==> config.mk <==
export PLATFORM = sky130hd
export DESIGN_NAME = rotary_button_decoder
export DESIGN_NICKNAME = d
export VERILOG_FILES = /design/src/rtl/rotary_button_decoder.sv
export SDC_FILE = /design/constraint.sdc
export NUM_CORES = 1
export LEC_CHECK = 0
export ABC_AREA = 1
export BUFFER_PORTS_ARGS = -buffer_cell sky130_fd_sc_hd__buf_2
export CORE_UTILIZATION = 60
export CTS_BUF_LIST = sky130_fd_sc_hd__clkbuf_8
export DETAILED_ROUTE_END_ITERATION = 10
export GPL_ROUTABILITY_DRIVEN = 0
export PLACE_DENSITY = 0.83
export SYNTH_ARGS = -nofsm -noshare
export SYNTH_HDL_FRONTEND = slang
export SYNTH_SLANG_ARGS = --single-unit
==> constraint.sdc <==
create_clock -name clk -period 4.7 [get_ports clk]
set_input_delay 0.47 -clock clk [delete_from_list [all_inputs] [get_ports clk]]
set_output_delay 0.47 -clock clk [all_outputs]
set_load 0.005 [all_outputs]
==> src/rtl/rotary_button_decoder.sv <==
// rotary_button_decoder
// Input stage for the test-menu controller. All six raw inputs are synchronised
// through two flops each. The rotary encoder is decoded into one-cycle detent steps
// with a direction flag. The four buttons are debounced into stable levels and
// one-cycle press strobes. Every output comes straight from a flop.
module rotary_button_decoder #(
  parameter int DEBOUNCE_CYCLES = 50000,
  parameter int CNT_W           = 16
) (
  input  logic       clk,
  input  logic       reset,
  input  logic       rotary_a,
  input  logic       rotary_b,
  input  logic       rotary_center,
  input  logic       btn_west,
  input  logic       btn_east,
  input  logic       btn_north,
  output logic       rot_step,
  output logic       rot_dir,
  output logic       center_press,
  output logic       west_press,
  output logic       east_press,
  output logic       north_press,
  output logic [3:0] btn_state
);

  // Last counter value before a differing level is accepted, and the increment step.
  localparam logic [CNT_W-1:0] CNT_LAST = CNT_W'(DEBOUNCE_CYCLES - 1);
  localparam logic [CNT_W-1:0] CNT_ONE  = {{(CNT_W-1){1'b0}}, 1'b1};
  localparam logic [CNT_W-1:0] CNT_ZERO = {CNT_W{1'b0}};

  // Raw input vector: [0]=a, [1]=b, [5:2]={north, east, west, center}.
  logic [5:0] raw_s;

  logic [5:0] sync1_q, sync1_d;
  logic [5:0] sync2_q, sync2_d;

  logic       rot_a_s, rot_b_s;
  logic       q1_q, q1_d;
  logic       q2_q, q2_d;
  logic       q1_dly_q, q1_dly_d;
  logic       rot_step_q, rot_step_d;
  logic       rot_dir_q, rot_dir_d;

  logic [3:0]       btn_lvl_s;
  logic [3:0]       stable_q, stable_d;
  logic [3:0]       press_q, press_d;
  logic [CNT_W-1:0] cnt_q [4];
  logic [CNT_W-1:0] cnt_d [4];

  assign raw_s = {btn_north, btn_east, btn_west, rotary_center, rotary_b, rotary_a};

  // Next values of the two synchroniser stages: stage 1 samples the pins, stage 2 follows stage 1
  always_comb begin
    sync1_d = raw_s;
    sync2_d = sync1_q;
  end

  // Synchroniser flops; nothing downstream ever sees the raw pins
  always_ff @(posedge clk or posedge reset) begin
    if (reset) begin
      sync1_q <= 6'd0;
      sync2_q <= 6'd0;
    end else begin
      sync1_q <= sync1_d;
      sync2_q <= sync2_d;
    end
  end

  assign rot_a_s   = sync2_q[0];
  assign rot_b_s   = sync2_q[1];
  assign btn_lvl_s = sync2_q[5:2];

  // Quadrature filter: q1 only moves on 11/00 so single-phase bounce cannot make a detent
  always_comb begin
    q1_d = q1_q;
    q2_d = q2_q;
    case ({rot_a_s, rot_b_s})
      2'b11: q1_d = 1'b1;
      2'b00: q1_d = 1'b0;
      2'b10: q2_d = 1'b1;
      2'b01: q2_d = 1'b0;
      default: begin
        q1_d = q1_q;
        q2_d = q2_q;
      end
    endcase
    q1_dly_d   = q1_q;
    rot_step_d = q1_q & ~q1_dly_q;
    if (rot_step_d) begin
      // q2 remembers which phase was high alone last, i.e. which phase led
      rot_dir_d = ~q2_q;
    end else begin
      rot_dir_d = rot_dir_q;
    end
  end

  // Rotary filter state and registered step/direction outputs
  always_ff @(posedge clk or posedge reset) begin
    if (reset) begin
      q1_q       <= 1'b0;
      q2_q       <= 1'b0;
      q1_dly_q   <= 1'b0;
      rot_step_q <= 1'b0;
      rot_dir_q  <= 1'b0;
    end else begin
      q1_q       <= q1_d;
      q2_q       <= q2_d;
      q1_dly_q   <= q1_dly_d;
      rot_step_q <= rot_step_d;
      rot_dir_q  <= rot_dir_d;
    end
  end

  // Per-button debounce: a new level must persist unbroken for DEBOUNCE_CYCLES cycles
  always_comb begin
    stable_d = stable_q;
    press_d  = 4'd0;
    for (int i = 0; i < 4; i++) begin
      cnt_d[i] = cnt_q[i];
      if (btn_lvl_s[i] == stable_q[i]) begin
        cnt_d[i] = CNT_ZERO;
      end else if (cnt_q[i] >= CNT_LAST) begin
        // Accept the new level; only a rising acceptance is a press
        cnt_d[i]    = CNT_ZERO;
        stable_d[i] = btn_lvl_s[i];
        press_d[i]  = btn_lvl_s[i];
      end else begin
        cnt_d[i] = cnt_q[i] + CNT_ONE;
      end
    end
  end

  // Debounce counters, accepted levels and press strobes
  always_ff @(posedge clk or posedge reset) begin
    if (reset) begin
      stable_q <= 4'd0;
      press_q  <= 4'd0;
      for (int i = 0; i < 4; i++) begin
        cnt_q[i] <= CNT_ZERO;
      end
    end else begin
      stable_q <= stable_d;
      press_q  <= press_d;
      for (int i = 0; i < 4; i++) begin
        cnt_q[i] <= cnt_d[i];
      end
    end
  end

  assign rot_step     = rot_step_q;
  assign rot_dir      = rot_dir_q;
  assign center_press = press_q[0];
  assign west_press   = press_q[1];
  assign east_press   = press_q[2];
  assign north_press  = press_q[3];
  assign btn_state    = stable_q;

endmodule
==> key figures <==
Global routing
  • Pin count of the biggest net entering global routing: a little under 60
  • Number of global-route vias before repair: 3185
  • Number of antenna violations at the first check in global routing: 0
  • Total grt overflow: 0
  • Total global routing track utilization: 24.15%
  • Wire length of the first global-routing pass: around 14 mm

Pwr
  • Power per unit of standard cell area: 309.2 nW/µm²
  • Sequential share of power: 55.2%
  • Net switching component of the power: 317.1 µW
  • Fraction of power consumed by the clock network: about two fifths
  • Worst IR drop on VDD: 269.6 µV
  • Switching part of the total power: a little over a fifth
  • Static Leak: between 2 and 2.5 nW
  • Combinational cell fraction of total power: 4.4%
  • Int Pwr: approximately 1.1 mW

Yosys
  • Main synth FF type: dfrtp_1
  • Synthesized netlist net count: 524
  • Cell types occupying the most area after synthesis: dfrtp_1 (52%), nor2_1 (12%), nand2_1 (11%)
  • Share of flip-flops with an asynchronous set or reset: 100.0%
  • Warnings from Yosys: 0
  • Most area-hungry cell type in the Yosys netlist: dfrtp_1
  • Most numerous cell types in the synthesized netlist: nor2_1 (136), nand2_1 (124), dfrtp_1 (89)
  • Post-synthesis instance total: between 500 and 600
  • Most frequent cell after synthesis: nor2_1
  • Sequential element share of the synthesized area: 51.76%
  • Total of flip-flops plus latches after synthesis: 89
  • Post-synth design cell area: 4303 µm²
  • Portion of synthesized cell area occupied by the leading cell type: between 50% and 60%
  • Number of synthesized flops with an enable pin: 0
  • Post-synthesis cell type count: 24
  • Avg Inst Size Synth: 8.437 µm²

Route
  • Via/cell ratio: about 5
  • Total vias in the final route: 3254
  • ANT nets after route: 0
  • Drt first-iter violations: 230
  • First-pass iteration count of the detailed router: 4
  • Routed wire length: approximately 7.8 mm
  • DRC violation count after routing: 0
  • WL/cell: roughly 12 µm

Clocking
  • Clock tree root buffer cell: clkbuf_8
  • # hold bufs at CTS: 0
  • Clk Latency, worst-skew pair: approximately 360 ps
  • Number of H-tree branching levels: 3
  • Clock slew at reported path FFs: around 80 ps
  • Setup bufs post-CTS: 0
  • Clk buf depth: 2
  • Clock tree sinks: 89
  • CTS resizes: 0
  • CTS tree: built
  • CTS Buf Count: 9

Floorplan
  • Number of placement rows: 30
  • Boundary pin count: 18
  • Horizontal die dimension: 86.69 µm
  • Standard cell core area: about 7000 µm²
  • Vertical die dimension: 86.69 µm
  • Overall die area: 7514 µm²
  • Initial core utilization: 62.64%

Run status
  • Status: finished clean

STA
  • Final period demand of the worst path: 1659 ps
  • Headroom to the max-slew limit: 55.06%
  • Least-Margin Pin Slew: 674.1 ps
  • Max Clock Freq: 602.8 MHz
  • Final count of negative-setup-slack endpoints: 0
  • Tcrit/Tclk final: 35.29%
  • Final slew viol count: 0
  • Setup repair after global routing missed its margin: no
  • Number of hold violations in the final report: 0
  • Worst Clk Skew: about 7.0 ps
  • Final sum of negative setup slack: 0 ps

Setup path
  • Startpoint of the worst register-to-register path: cnt_q[16]
  • Length in cells of the worst reg-to-reg path: 8
  • Maximum fanout along the worst path: 16
  • Sort of element at the end of the critical path: register
  • Data arrival time of the critical path: 1950 ps
  • Reg2reg end: cnt_q[23]
  • Crit path launch type: register
  • Category of the most critical setup path: register to register
  • Required time reported for the critical path endpoint: 4990 ps
  • Worst reg2reg setup slack: 3040 ps

Hold path
  • Path class of the lowest-slack min-delay path: primary input to async pin

Final layout
  • Final net count: roughly 550
  • Fillers: 495
  • End-of-flow core utilization: 68.36%
  • Antenna cell count: 0
  • Share of layout cells above drive strength 1: 9.074%
  • Post-synthesis to final-layout area growth: 9.130%

Job
  • Max-cap viol count: 0

Place
  • Post-detailed-placement half-perimeter wirelength: between 5 and 6 mm
  • PortBufs: 17
cell type report:
cell class | count | area (µm²) | area share [%]
Inverter | 38 | 143.9 | 3.064
Clock buffer | 11 | 151.4 | 3.224
Multi-Input combinational cell | 379 | 1882 | 40.07
Tap cell | 96 | 120.1 | 2.558
Sequential cell | 89 | 2227 | 47.43
Clock inverter | 5 | 78.83 | 1.679
Timing Repair Buffer | 18 | 92.59 | 1.972
power groups by stage:
stage	logic, mW	clock network [mW]	registers, mW
2_1_floorplan	0.0501	0	0.814
3_3_place_gp	0.0626	0	0.815
3_5_place_dp	0.0653	0	0.817
4_1_cts	0.0656	0.601	0.801
5_1_grt	0.0753	0.629	0.805
6_report	0.0636	0.587	0.801
per-stage QoR:
stage | worst slack, ps | instances | hold slack [ps] | instance area, µm² | power [mW]
detailed placement | 3039 | 620 | 335.6 | 4466 | 0.8818
floorplan | 1923 | 510 | 331.2 | 4303 | 0.8644
global route | 2898 | 636 | 164.2 | 4696 | 1.509
finish | 3041 | 636 | 126.3 | 4696 | 1.452
global placement | 3069 | 620 | 331.8 | 4466 | 0.8779
CTS | 3046 | 636 | 132.3 | 4696 | 1.468
logic make-up after synthesis:
logic type	count (synthesis)	synth area share [%]
and+or+nand+nor	312	30.97
DFF	89	51.76
xor gates and xnor gates	43	8.753
buffers and inverters	42	4.507
AOI/OAI and AO/OA	18	2.268
adders and majority gates	6	1.745
metal layers:
| metal | vias up | track usage [%] | share of wire (%) |
|---|---|---|---|
| met5 | - | 0 | 0 |
| met4 | 0 | 11.82 | 2.7 |
| met3 | 19 | 5.143 | 3.8 |
| met2 | 92 | 39.47 | 48 |
| met1 | 1508 | 30.83 | 45 |
| li1 | 1635 | - | - |
critical path, stage by stage, from the launching register on:
cell and delay, ps:
dfrtp_1 430, ha_1 300, nand3_2 130, nand2_1 70, nand2_1 80, nand2_1 90, nand2_2 130, nand3_4 190
nor2_1 170
how the worst max path moves through the flow:
stage / from / to / slack, ps / cells past startpoint
2_1_floorplan: reset / btn_state[0] / 1920 / 1
3_3_place_gp: reset / cnt_q[5] / 3070 / 3
3_5_place_dp: reset / cnt_q[5] / 3040 / 3
4_1_cts: cnt_q[16] / cnt_q[22] / 3050 / 8
5_1_grt: cnt_q[16] / cnt_q[21] / 2900 / 8
6_report: cnt_q[16] / cnt_q[23] / 3040 / 8
placed cells by master (no fill, tap or decap):
cell,instances
clkinvlp_4,2
nand4_1,6
o21ai_1,1
inv_1,38
clkinv_2,1
nand3_1,26
buf_4,1
nor2_2,1
nand3_4,4
nor2_4,1
o21bai_1,3
bufinv_16,2
nor3_2,1
o21ai_0,5
nand2_1,124
a21oi_1,9
clkbuf_8,11
buf_2,17
and2_0,1
nor3_1,4
nand2_2,4
ha_1,6
xnor2_1,9
xor2_1,34
dfrtp_1,89
nor2_1,136
nand3_2,4
flip-flops by register name (all words and copies together), names as in the netlist:
| name | count |
|---|---|
| q1_dly_q | 1 |
| press_q | 4 |
| cnt_q | 64 |
| sync2_q | 6 |
| q1_dly_d | 1 |
| btn_state | 4 |
| q2_q | 1 |
| rot_dir | 1 |
| sync1_q | 6 |
| rot_step | 1 |
Note: power is estimated with default switching activity, not from simulation.
